==> config.mk <==
export PLATFORM = sky130hd
export DESIGN_NAME = traffic_timer_ctrl
export DESIGN_NICKNAME = d
export VERILOG_FILES = /design/src/rtl/traffic_pkg.sv /design/src/rtl/traffic_timer_ctrl_button_debounce.sv /design/src/rtl/traffic_timer_ctrl.sv
export SDC_FILE = /design/constraint.sdc
export NUM_CORES = 1
export LEC_CHECK = 0
export CAP_MARGIN = 20
export CELL_PAD_IN_SITES_DETAIL_PLACEMENT = 0
export CELL_PAD_IN_SITES_GLOBAL_PLACEMENT = 1
export CORE_ASPECT_RATIO = 0.5
export CORE_UTILIZATION = 38
export DETAILED_ROUTE_END_ITERATION = 12
export PLACE_DENSITY = 0.7
export SLEW_MARGIN = 20
export SYNTH_ARGS = -nofsm -noshare
export SYNTH_HDL_FRONTEND = slang
export SYNTH_HIERARCHICAL = 1
export SYNTH_SLANG_ARGS = --single-unit
==> constraint.sdc <==
create_clock -name clk_out -period 1.5 [get_ports clk_out]
set_input_delay 0.225 -clock clk_out [delete_from_list [all_inputs] [get_ports clk_out]]
set_output_delay 0.225 -clock clk_out [all_outputs]
set_load 0.05 [all_outputs]
==> src/rtl/traffic_pkg.sv <==
// Shared traffic-state encodings and widths for the traffic-light FSM and its
// timing/input stage.
package traffic_pkg;

  localparam int TRAFF_W = 3;

  typedef enum logic [TRAFF_W-1:0] {
    ST_IDLE      = 3'b000,
    ST_NS_GREEN  = 3'b001,
    ST_NS_YELLOW = 3'b010,
    ST_EW_GREEN  = 3'b011,
    ST_PED_WALK  = 3'b100,
    ST_EW_YELLOW = 3'b101
  } traff_state_e;

  localparam logic [TRAFF_W-1:0] PED_SERVE_DEFAULT = ST_PED_WALK;

endpackage

==> src/rtl/traffic_timer_ctrl_button_debounce.sv <==
// Pedestrian button: 2-flop synchroniser, consecutive-sample debounce and a
// one-cycle pulse on each rising edge of the accepted level.
module button_debounce #(
  parameter int DEBOUNCE_CYC = 4,
  parameter int SYNC_STAGES  = 2
) (
  input  logic clk_out,
  input  logic reset,
  input  logic button,
  output logic press
);

  localparam int CW = $clog2(DEBOUNCE_CYC + 1);

  logic [SYNC_STAGES-1:0] sync_reg;
  logic [CW-1:0]          cnt_reg;
  logic                   stable_reg;
  logic                   stable_d_reg;
  logic                   synced;

  assign synced = sync_reg[SYNC_STAGES-1];

  always_ff @(posedge clk_out or posedge reset) begin
    if (reset) begin
      sync_reg     <= '0;
      cnt_reg      <= '0;
      stable_reg   <= 1'b0;
      stable_d_reg <= 1'b0;
    end else begin
      sync_reg     <= {sync_reg[SYNC_STAGES-2:0], button};
      stable_d_reg <= stable_reg;
      // cnt_reg holds how many differing samples have already been seen in a row
      if (synced == stable_reg) begin
        cnt_reg <= '0;
      end else if (cnt_reg == CW'(DEBOUNCE_CYC - 1)) begin
        stable_reg <= synced;
        cnt_reg    <= '0;
      end else begin
        cnt_reg <= cnt_reg + 1'b1;
      end
    end
  end

  assign press = stable_reg & ~stable_d_reg;

endmodule

==> src/rtl/traffic_timer_ctrl.sv <==
// Per-state elapsed-time flags and latched pedestrian request feeding the
// traffic-light FSM; both timers restart whenever the reported state changes.
module traffic_timer_ctrl
  import traffic_pkg::*;
#(
  parameter int                 TICKS_PER_SEC   = 100,
  parameter int                 LONG_SEC        = 30,
  parameter int                 SHORT_SEC       = 3,
  parameter int                 DEBOUNCE_CYC    = 4,
  parameter logic [TRAFF_W-1:0] PED_SERVE_STATE = PED_SERVE_DEFAULT
) (
  input  logic               clk_out,
  input  logic               reset,
  input  logic [TRAFF_W-1:0] traff_state,
  input  logic               button,
  output logic               timer_30s,
  output logic               timer_3s,
  output logic               ped_req,
  output logic [5:0]         sec_count
);

  localparam int PW = (TICKS_PER_SEC > 1) ? $clog2(TICKS_PER_SEC) : 1;

  logic [TRAFF_W-1:0] state_q;
  logic [PW-1:0]      prescaler_reg;
  logic [5:0]         sec_count_reg;
  logic               chg;
  logic               terminal;
  logic               sec_tick;
  logic               press;

  assign chg      = (traff_state != state_q);
  assign terminal = (prescaler_reg == PW'(TICKS_PER_SEC - 1));
  assign sec_tick = terminal && !chg;

  always_ff @(posedge clk_out or posedge reset) begin
    if (reset) begin
      state_q       <= '0;
      prescaler_reg <= '0;
      sec_count_reg <= '0;
      timer_3s      <= 1'b0;
      timer_30s     <= 1'b0;
    end else begin
      state_q <= traff_state;
      if (chg || terminal) prescaler_reg <= '0;
      else                 prescaler_reg <= prescaler_reg + 1'b1;
      // chg outranks a coincident sec_tick so a fresh state always starts at 0
      if (chg)
        sec_count_reg <= '0;
      else if (sec_tick && (sec_count_reg < 6'(LONG_SEC)))
        sec_count_reg <= sec_count_reg + 6'd1;
      if (chg) begin
        timer_3s  <= 1'b0;
        timer_30s <= 1'b0;
      end else begin
        timer_3s  <= (sec_count_reg >= 6'(SHORT_SEC));
        timer_30s <= (sec_count_reg >= 6'(LONG_SEC));
      end
    end
  end

  button_debounce #(
    .DEBOUNCE_CYC (DEBOUNCE_CYC),
    .SYNC_STAGES  (2)
  ) u_debounce (
    .clk_out (clk_out),
    .reset   (reset),
    .button  (button),
    .press   (press)
  );

  always_ff @(posedge clk_out or posedge reset) begin
    if (reset)                               ped_req <= 1'b0;
    else if (traff_state == PED_SERVE_STATE) ped_req <= 1'b0;
    else if (press)                          ped_req <= 1'b1;
  end

  assign sec_count = sec_count_reg;

endmodule

==> impl_metrics.env <==
export IMPL_first_pass_iters=4
export IMPL_critical_path_class="reg -> reg"
export IMPL_cts_made_buffers=3
export IMPL_cts_root_buf="clkbuf_8"
export IMPL_drt_initial_drc_count=35
export IMPL_drv_cap=0
export IMPL_power_mw=1.64
export IMPL_ctsHoldBuffers=0
export IMPL_synth_area_um2=1170
export IMPL_crit_fanout=5
export IMPL_rows=13
export IMPL_cts_tree="built"
export IMPL_dp_slack_ns=-0.0191
export IMPL_antenna_cells=0
export IMPL_drt_wirelength_per_cell_um=13.9
export IMPL_ys_warn_count=6
export IMPL_clock_skew_ns=0.00410
export IMPL_cts_buffer_depth=2
export IMPL_viasPerCell=5.38
export IMPL_worstSetupStartpointType="flop"
export IMPL_critPathTopFamily="simple AND/OR/NAND/NOR gates"
export IMPL_clk_latency_ns=0.27
export IMPL_nNetsFinal=139
export IMPL_grt_first_pass_wirelength_um=3800
export IMPL_p_sw_share_pct=24.4
export IMPL_synthesis_nets=113
export IMPL_grt_usage_pct=16.1
export IMPL_drive_gt1_share_pct=24.4
export IMPL_finalSetupViolations=1
export IMPL_core_area_um2=2770
export IMPL_gp_congestion=0.828
export IMPL_syn_inst=102
export IMPL_cp_arrival_ns=1.73
export IMPL_fin_setup_tns_ns=-0.0435
export IMPL_cts_setup_buffers=0
export IMPL_status="finished with violations"
export IMPL_dieHeight_um=41.3
export IMPL_final_max_slew_violation_count=0
export IMPL_drc=0
export IMPL_largest_reg_flops=7
export IMPL_io_buffers=14
export IMPL_cts_sinks=26
export IMPL_syn_to_final_growth_pct=32.9
export IMPL_powerDensity_nw_per_um2=1050
export IMPL_pwr_share_comb_pct=15.5
export IMPL_placed_area_um2=1480
export IMPL_tightest_slew_ns=0.333
export IMPL_dieWidth_um=80.6
export IMPL_clkTransAtPathRegs_ns=0.09
export IMPL_p_sw_mw=0.402
export IMPL_wl_um=2290
export IMPL_fin_crit_sh_pct=103
export IMPL_peakVddDrop_v=0.000524
export IMPL_grt_ovfl_total=0
export IMPL_max_stage_delay_ns=0.53
export IMPL_p_int_mw=1.24
export IMPL_vias=883
export IMPL_grt_antenna_before_repair=0
export IMPL_setup_slack_ns=-0.0435
export IMPL_path_cells="or4b_4, or3_1, a31oi_1"
export IMPL_final_area_um2=1560
export IMPL_first_global_vias=792
export IMPL_timing_critical_path_buf_inv=0
export IMPL_worstPathRequired_ns=1.69
export IMPL_seqPwrFrac_pct=49.5
export IMPL_min_period_ns=1.54
export IMPL_drtAntennaViolNets=0
export IMPL_violations="negative setup slack"
export IMPL_fmax_mhz=648
export IMPL_cp_end_kind="flop"
export IMPL_slew_headroom_pct=77.7
export IMPL_slowest_stage="or4b_4"
export IMPL_hold_violations=0
export IMPL_io_pins=15
export IMPL_dieArea_um2=3330
export IMPL_initial_core_util_pct=42.5
export IMPL_grt_start_max_net_pins=20
export IMPL_synth_seq_cells=26
export IMPL_synth_seq_area_share_pct=55.4
export IMPL_htreeDepth=1
export IMPL_hold_path_class="in -> async"
export IMPL_rsz0062_at_grt="true"
export IMPL_syn_area_per_cell_um2=11.5
export IMPL_p_leak_nw=0.664
export IMPL_dp_hpwl_um=1740
export IMPL_clkPwrFrac_pct=35.0
export IMPL_ys_types=31
## cells in the final DEF, fill, tap and decap left out, types with 3 or more instances in the layout
master	n
dfrtp_1	24
xnor2_1	5
or3_1	3
a31oi_1	4
nand4_1	4
nand3_1	3
clkdlybuf4s50_1	5
buf_4	13
nor3b_1	3
clkbuf_8	3
ha_1	5
buf_12	6
inv_1	4
o21ai_0	3
nor2_1	4
a21oi_1	4
nor3_1	7
## worst paths after layout
| kind | endpoint | depth (start not counted) | slack (ns) | from |
|---|---|---|---|---|
| min in group clk_out | u_debounce/sync_reg[1]$_DFF_PP0_ | 0 | 0.37 | u_debounce/sync_reg[0]$_DFF_PP0_ |
| setup / recovery | sec_count[1]$_DFFE_PP0P_ | 3 | -0.04 | prescaler_reg[3]$_DFF_PP0_ |
| setup reg to reg | sec_count[1]$_DFFE_PP0P_ | 3 | -0.04 | prescaler_reg[3]$_DFF_PP0_ |
| max in group asynchronous | sec_count[1]$_DFFE_PP0P_ | 3 | 0.98 | reset |
| hold reg to reg | u_debounce/sync_reg[1]$_DFF_PP0_ | 0 | 0.37 | u_debounce/sync_reg[0]$_DFF_PP0_ |
| hold / removal | u_debounce/stable_reg$_DFFE_PP0P_ | 2 | 0.20 | reset |
## cell type report
class,instances,area (um^2)
fill,242,1200
clock buffer,3,41.3
sequential,26,653
multi-input combinational,69,508
timing repair buffer,24,268
clock inverter,1,30.0
inverter,4,15.0
tap,37,46.3
## per-layer routing
metal | track usage, % | share of wire [%] | vias to the layer above | wire length (um)
met2 | 30.1 | 48 | 20 | 1110
met5 | 0 | 0 | - | 0
met1 | 19.8 | 46 | 437 | 1060
li1 | - | - | 424 | -
met4 | 1.34 | 0.26 | 0 | 6
met3 | 5.22 | 4.9 | 2 | 112
## kinds of logic after synthesis
logic type / synth area share [%]
fa+ha+maj: 5.32
xor+xnor: 5.22
buf+inv: 2.24
mux: 0.958
flops: 55.4
simple gates: 22.4
compound gates: 8.52
## power groups by stage
stage	registers, mW	clock network (mW)	logic [mW]
after floorplan	0.864	0	0.130
after global placement	0.820	0	0.237
after detailed placement	0.828	0	0.261
after CTS	0.815	0.592	0.261
after global routing	0.819	0.624	0.277
final	0.814	0.576	0.255
## timing repair
| item | 4_1_cts | 5_1_grt |
|---|---|---|
| gates cloned | 0 | 0 |
| pin swaps | 1 | 0 |
| endpoints found under the hold margin | 0 | 0 |
| endpoints found under the setup margin | 4 | 12 |
| gates resized for setup | 1 | 1 |
## cells in the mapped netlist, drive strengths merged
cell	count	area [um^2]
and3	3	18.8
nand4	4	25.0
nor2b	3	26.3
a31oi	4	25.0
a311oi	1	8.76
xnor2	5	43.8
ha	5	62.6
nand3	3	15.0
a21oi	4	20.0
nor3	7	35.0
or3	3	18.8
nor4	2	12.5
a211oi	2	15.0
o21ai	3	15.0
dfrtp	26	651
nand3b	1	7.51
and3b	1	8.76
nor4b	1	15.0
and4	1	8.76
or4b	1	13.8
mux2	1	11.3
o2111ai	1	8.76
inv	4	15.0
nor3b	4	35.0
nand2	2	7.51
xor2	2	17.5
o31ai	1	7.51
nor2	4	15.0
clkbuf	3	11.3
## through the flow
stage          util (%)  instances  hold slack (ns)
6_report           56.5        164            0.205
5_1_grt            56.5        164            0.208
4_1_cts            56.2        164            0.198
3_5_place_dp       53.5        160            0.347
3_3_place_gp       53.5        160            0.339
2_1_floorplan         -        102           0.0284
(Power assumes the default switching activity.)
